===== src/rtl/sr_pkg.sv =====
// rtl/sr_pkg.sv - shared state encoding and widths for the SR latch driver
package sr_pkg;

    localparam int CNT_W      = 4;
    localparam int CONF_CNT_W = 8;

    localparam logic [CONF_CNT_W-1:0] CONF_CNT_MAX = '1;

    typedef enum logic [1:0] {
        IDLE    = 2'd0,
        PULSE_S = 2'd1,
        PULSE_R = 2'd2,
        GAP     = 2'd3
    } sr_state_t;

endpackage


===== src/rtl/sr_pulse_timer.sv =====
// rtl/sr_pulse_timer.sv - loadable down-counter timing both pulse and gap phases
module sr_pulse_timer
    import sr_pkg::*;
(
    input  logic             clk,
    input  logic             rst,
    input  logic             load,
    input  logic [CNT_W-1:0] load_val,
    output logic             done
);

    logic [CNT_W-1:0] count;

    // Holds at zero once expired; a load always takes priority over counting.
    always_ff @(posedge clk) begin
        if (rst) begin
            count <= '0;
        end else if (load) begin
            count <= load_val;
        end else if (count != '0) begin
            count <= count - CNT_W'(1);
        end
    end

    assign done = (count == '0);

endmodule


===== src/rtl/sr_drive_ctrl.sv =====
// rtl/sr_drive_ctrl.sv - active-low S/R pulse driver for a NAND SR latch; SR_DRV_CONFLICT_CNT_EN adds conflict_cnt
module sr_drive_ctrl
    import sr_pkg::*;
#(
    parameter int PULSE_W = 4,
    parameter int GAP_W   = 1
) (
    input  logic clk,
    input  logic rst,
    input  logic set_req,
    input  logic clr_req,
    output logic ready,
    output logic S,
    output logic R,
    output logic q_model,
    output logic conflict
`ifdef SR_DRV_CONFLICT_CNT_EN
    ,
    output logic [CONF_CNT_W-1:0] conflict_cnt
`endif
);

    localparam logic [CNT_W-1:0] PULSE_LD = CNT_W'(PULSE_W - 1);
    localparam logic [CNT_W-1:0] GAP_LD   = CNT_W'(GAP_W - 1);

    sr_state_t        state;
    sr_state_t        state_nxt;
    logic             tmr_load;
    logic [CNT_W-1:0] tmr_val;
    logic             tmr_done;

    sr_pulse_timer u_timer (
        .clk      (clk),
        .rst      (rst),
        .load     (tmr_load),
        .load_val (tmr_val),
        .done     (tmr_done)
    );

    // Clear wins when both requests arrive together.
    always_comb begin
        state_nxt = state;
        tmr_load  = 1'b0;
        tmr_val   = '0;
        case (state)
            IDLE: begin
                if (clr_req) begin
                    state_nxt = PULSE_R;
                    tmr_load  = 1'b1;
                    tmr_val   = PULSE_LD;
                end else if (set_req) begin
                    state_nxt = PULSE_S;
                    tmr_load  = 1'b1;
                    tmr_val   = PULSE_LD;
                end
            end
            PULSE_S, PULSE_R: begin
                if (tmr_done) begin
                    state_nxt = GAP;
                    tmr_load  = 1'b1;
                    tmr_val   = GAP_LD;
                end
            end
            GAP: begin
                if (tmr_done) begin
                    state_nxt = IDLE;
                end
            end
            default: state_nxt = IDLE;
        endcase
    end

    // Outputs are decoded from the single next state, so S and R can never both be low.
    always_ff @(posedge clk) begin
        if (rst) begin
            state    <= IDLE;
            ready    <= 1'b1;
            S        <= 1'b1;
            R        <= 1'b1;
            q_model  <= 1'b0;
            conflict <= 1'b0;
        end else begin
            state    <= state_nxt;
            ready    <= (state_nxt == IDLE);
            S        <= (state_nxt != PULSE_S);
            R        <= (state_nxt != PULSE_R);
            conflict <= (state == IDLE) && set_req && clr_req;
            if ((state == PULSE_S || state == PULSE_R) && state_nxt == GAP) begin
                q_model <= (state == PULSE_S);
            end
        end
    end

`ifdef SR_DRV_CONFLICT_CNT_EN
    always_ff @(posedge clk) begin
        if (rst) begin
            conflict_cnt <= '0;
        end else if (conflict && conflict_cnt != CONF_CNT_MAX) begin
            conflict_cnt <= conflict_cnt + CONF_CNT_W'(1);
        end
    end
`endif

endmodule


===== config.mk =====
export PLATFORM = sky130hd
export DESIGN_NAME = sr_drive_ctrl
export DESIGN_NICKNAME = d
export VERILOG_FILES = /design/src/rtl/sr_pkg.sv /design/src/rtl/sr_pulse_timer.sv /design/src/rtl/sr_drive_ctrl.sv
export SDC_FILE = /design/constraint.sdc
export NUM_CORES = 1
export LEC_CHECK = 0
export ABC_AREA = 1
export CAP_MARGIN = 10
export CORE_AREA = 5 5 42 44
export DETAILED_ROUTE_END_ITERATION = 10
export DIE_AREA = 0 0 47 49
export PLACE_DENSITY = 0.77
export REMOVE_ABC_BUFFERS = 1
export SLEW_MARGIN = 20
export SYNTH_ARGS = -nofsm -noshare
export SYNTH_HDL_FRONTEND = slang
export SYNTH_SLANG_ARGS = --single-unit

===== constraint.sdc =====
create_clock -name clk -period 2.6 [get_ports clk]
set_input_delay 0.78 -clock clk [delete_from_list [all_inputs] [get_ports clk]]
set_output_delay 0.78 -clock clk [all_outputs]
set_load 0.01 [all_outputs]

* After elaboration in Yosys (flattened, before gate mapping)
Index checks and enable logic that the tools add are counted.
** Operators by class
- Reductions and logical operators :: 10
- Add/sub/neg operators :: 1
- Equal/unequal tests :: 6
- Muxes and demuxes :: 14
** Operators by type and width (number)
- two-way mux 2 bit :: 7
- two-way mux 4 bit :: 2
- equality test 2 bit, second input constant :: 3
- case mux 2 bit (3 select lines) :: 1
- logical NOT 2 bit :: 2
- logical NOT 4 bit :: 1
- nonzero test 4 bit :: 1
- subtractor 4 x 1 -> 4 bit, second input constant :: 1
- logical AND 1 bit :: 3
- two-way mux 1 bit :: 3
- equality test 2 x 1 -> 1 bit, second input constant :: 1
- != test 2 x 1 -> 1 bit, second input constant :: 1
- != test 2 bit, second input constant :: 1
- case mux 1 bit (2 select lines) :: 1
- nonzero test 2 bit :: 1
- OR reduction 2 bit :: 1
- logical OR 1 bit :: 1
** Word-level totals
- Logic and storage cells :: 38
- Bits in registers :: 11
- Input port bits :: 4
- Output and inout bits :: 5

* Depth between registers and ports, before layout
- Depth after elaboration :: 5
- Depth in mapped cells :: 11
- Gate-level depth less buffers :: 11

* Cells and area by module
Synthesis repeated with hierarchy kept, for this count alone.
** Second synthesis, totals
- Cells, all modules :: 91
- Area total of the unflattened synthesis :: 614.3 µm²
** Modules (own cells, without submodules)
- sr_drive_ctrl :: area an instance 366.6 µm², cells each 51, instances 1, seq. area each 140.1 µm²
- sr_pulse_timer :: area an instance 247.7 µm², cells each 40, instances 1, seq. area each 80.1 µm²

* Worst setup path before layout
No wires, ideal clock.
- Path type :: input to register
- From :: in clr_req
- To :: reg u_timer.count[0]
- Slack :: 1.135 ns
- Path buffers :: 0
- Library setup time :: 0.119 ns
- Cell stages on the path :: 6
- Required time :: 2.481 ns
- Arrival time :: 1.345 ns
- Cells stage by stage :: inv_1 -> a21oi_1 -> o21ai_2 -> nand2_2 -> o21ai_0 -> a21oi_1
** Between the ends
- Word-level cells in the longest chain between the ends :: 3
- Elaborated cells between the ends (all ways) :: 6
- Classes of those cells :: 5 x mux; 1 x reduce/logical
** RTL lines
- start: declaration :: RTL line sr_drive_ctrl.sv:11 : input logic clr_req,
- two-way mux 1 bit / two-way mux 2 bit (equally long branches) :: RTL line sr_drive_ctrl.sv:47 : if (clr_req) begin
- case mux 1 bit (2 select lines) / two-way mux 2 bit (equally long branches)
- two-way mux 4 bit / nonzero test 2 bit (equally long branches)
- end signal: assignment :: RTL line sr_pulse_timer.sv:19 : count <= load_val;
- end signal: assignment :: RTL line sr_pulse_timer.sv:21 : count <= count - CNT_W'(1);
- end: declaration :: RTL line sr_pulse_timer.sv:12 : logic [CNT_W-1:0] count;
Parallel ways exist; a longest one is shown, timed or not.
A chain may end at the register's enable or synchronous reset.

* Final worst setup path
- From :: reg q_model
- To :: out q_model
** RTL lines
- start: declaration :: RTL line sr_drive_ctrl.sv:15 : output logic q_model,
- start signal: assignment :: RTL line sr_drive_ctrl.sv:89 : q_model <= (state == PULSE_S);
No word-level cell between the ends.

==> metrics.md <==
| Metric | Value |
|---|---|
| Final Critical Period | `1.92 ns` |
| Die width | `47 microns` |
| Filler cell count in the final layout | `150` |
| Pwr/cell area | `1090 mW/mm^2` |
| Lkg Pwr | `0.327 nW` |
| Buffers on Ports | `8` |
| Worst vdd ir | `588 uV` |
| Total CTS buffers | `3` |
| First-pass DRT Iterations | `4` |
| Worst Setup Path Type | `reg -> out` |
| Design Area, Final | `703 sq um` |
| Cell count of the worst reg-to-reg path | `8` |
| RSZ-0062 raised after global routing | `no` |
| Data required, critical path | `1.82 ns` |
| # DRC | `0` |
| DR iter-0 viols | `4` |
| Initial core utilization | `0.412` |
| Vias in the first global route | `481` |
| Initial antenna violation count | `0` |
| CTS tree | `built` |
| Total power | `0.000764 W` |
| Final GP Congestion | `0.806` |
| Critical R2R Capture | `u_timer.count[0]` |
| Layout cells sized above 1 | `0.148` |
| Hold path start | `q_model` |
| Reg2reg setup slack | `1.02 ns` |
| Post-CTS Setup Repair Bufs | `0` |
| Core ar. | `0.00140 sq mm` |
| Crit-path cells | `clkdlybuf4s50_1` |
| Compound-Gate Fraction of Synth Area | `0.132` |
| Die area | `0.00230 sq mm` |
| Root Driver | `clkbuf_4` |
| Slew @ Worst Pin | `0.331 ns` |
| # Max-Cap Violations | `0` |
| Via count | `492` |
| H-Tree Depth | `1` |
| Post-synthesis adder-cell area fraction | `0.108` |
| Grt ovf | `0` |
| Cell variety after synth | `18` |
| Antenna cells | `0` |
| Worst Hold Class | `reg -> reg` |
| Hold_buf cts | `0` |
| End of the worst hold path | `q_model` |
| Origin of the critical flop-to-flop path | `state[0]` |
| Total track usage | `0.109` |
| Final net count | `98` |
| Synth Area in XOR/XNOR | `0.0304` |
| Largest net degree at the start of global routing | `8` |
| # setup viols final | `0` |
| Sequential area share after synthesis | `0.382` |
| Largest stage delay on the critical path | `0.54 ns` |
| I/O pins | `9` |
| Site Rows | `14` |
| Tcrit/Tclk final | `0.738` |
| Status | `completed` |
| Vias/cell | `4.73` |
| Clk_lat worst skew | `0.27 ns` |
| Routed wire per std cell | `10.2 microns` |
| Final hold violation count | `0` |
| Die H | `49 microns` |
| Synth Instances | `76` |
| Yosys reg bits | `11` |
| Synth Area in Simple Gates | `0.236` |
| Pins Over Slew Limit | `0` |
| DRT Wirelength | `1060 microns` |
| Largest family of logic cells by synthesized area | `simple AND/OR/NAND/NOR gates` |
| YS warnings | `0` |
| Mux cell area share after synthesis | `0` |
| Avg Cell Area, Syn | `7.59 sq um` |
| DP HPWL | `871 microns` |
| Critical path's slowest cell | `clkdlybuf4s50_1` |
| Worst Skew | `0.00651 ns` |
| First-pass GRT wire length | `1840 microns` |
| Crit end category | `output port` |
| Fmax | `0.521 GHz` |
| Buffers & Inverters on Critical Path | `1` |
| Area grow syn2layout | `21.9%` |
| Clk buf depth | `2` |
| Num Clock Sinks | `11` |
| CP delay by family, top | `buffers and inverters` |
| Post_cts resized | `0` |
| Setup crit start kind | `flip-flop` |
| Worst EP arrival | `1.14 ns` |
| Hold depth | `2` |
| Cell Area, Placed | `677 sq um` |
| Synth Cell Area | `577 sq um` |
| Setup TNS | `0 ns` |
| Worst-path clk slew | `0.07 ns` |
| DRT antenna net count | `0` |
| Headroom to the max-slew limit | `0.777` |
| Critical-path maximum fanout | `2` |
## metrics by stage
step                setup slack, ns  hold slack (ns)  utilization  std cells
finish                        0.681            0.494        0.502        104
global placement              0.633            0.475        0.483        100
CTS                           0.674            0.502        0.502        104
floorplan                      1.14            0.504            -         76
global route                  0.635            0.544        0.502        104
detailed placement            0.563            0.483        0.483        100
## layer usage
metal,up-vias,global-route usage,wire length [microns]
met5,-,0,0
met4,0,0.0553,23
met3,4,0.0443,65
met2,10,0.170,515
met1,218,0.121,453
li1,260,-,-
## cells in the mapped netlist, drive strengths merged
library cell | count | area share
inv | 17 | 0.11
nand2 | 13 | 0.098
dfxtp | 11 | 0.38
nor2 | 9 | 0.076
a21oi | 8 | 0.082
ha | 5 | 0.11
o21ai | 5 | 0.050
nand3 | 4 | 0.043
xnor2 | 2 | 0.030
nor3 | 1 | 0.0087
nor4 | 1 | 0.011
## worst max path at each step
stage / from / endpoint / slack [ns] / depth (start not counted)
floorplan: clr_req / u_timer.count[0] / 1.14 / 6
global placement: clr_req / u_timer.count[0] / 0.63 / 7
detailed placement: set_req / u_timer.count[0] / 0.56 / 7
finish: q_model / q_model / 0.68 / 1
global route: q_model / q_model / 0.64 / 1
CTS: q_model / q_model / 0.67 / 1
## registers in the layout (all words and copies together), names as in the netlist
| name | cells |
|---|---|
| state | 2 |
| R | 1 |
| u_timer.count | 4 |
| q_model | 1 |
| S | 1 |
| ready | 1 |
| conflict | 1 |
## kinds of logic after synthesis
| group | count (synthesis) |
|---|---|
| buffers and inverters | 17 |
| xor gates and xnor gates | 2 |
| DFF | 11 |
| and+or+nand+nor | 28 |
| AOI/OAI and AO/OA | 13 |
| adders and majority gates | 5 |
## cell type report
class                           count  area, sq um  share of cell area
Clock buffer                        4         26.3              0.0374
Inverter                           17         63.8              0.0907
Multi-Input combinational cell     48          293               0.416
Sequential cell                    11          220               0.313
Tap cell                           16         20.0              0.0285
Timing Repair Buffer                8         80.1               0.114
## power breakdown
part | internal (W) | total (W) | switching [W]
combinational | 0.000161 | 0.000392 | 0.000230
sequential | 0.000221 | 0.000254 | 0.0000326
clock | 0.0000593 | 0.000118 | 0.0000588
total | 0.000442 | 0.000764 | 0.000322
## layout by cell type, fill, tap and decap left out, drive strengths merged
cell type / synthesis / final
nor2: 9 / 9
nor3: 1 / 1
o21ai: 5 / 5
ha: 5 / 5
clkdlybuf4s50: 0 / 8
nor4: 1 / 1
nand3: 4 / 4
xnor2: 2 / 2
nand2: 13 / 13
a21oi: 8 / 8
dfxtp: 11 / 11
inv: 17 / 17
clkbuf: 0 / 4
Note: power is estimated with default switching activity, not from simulation.
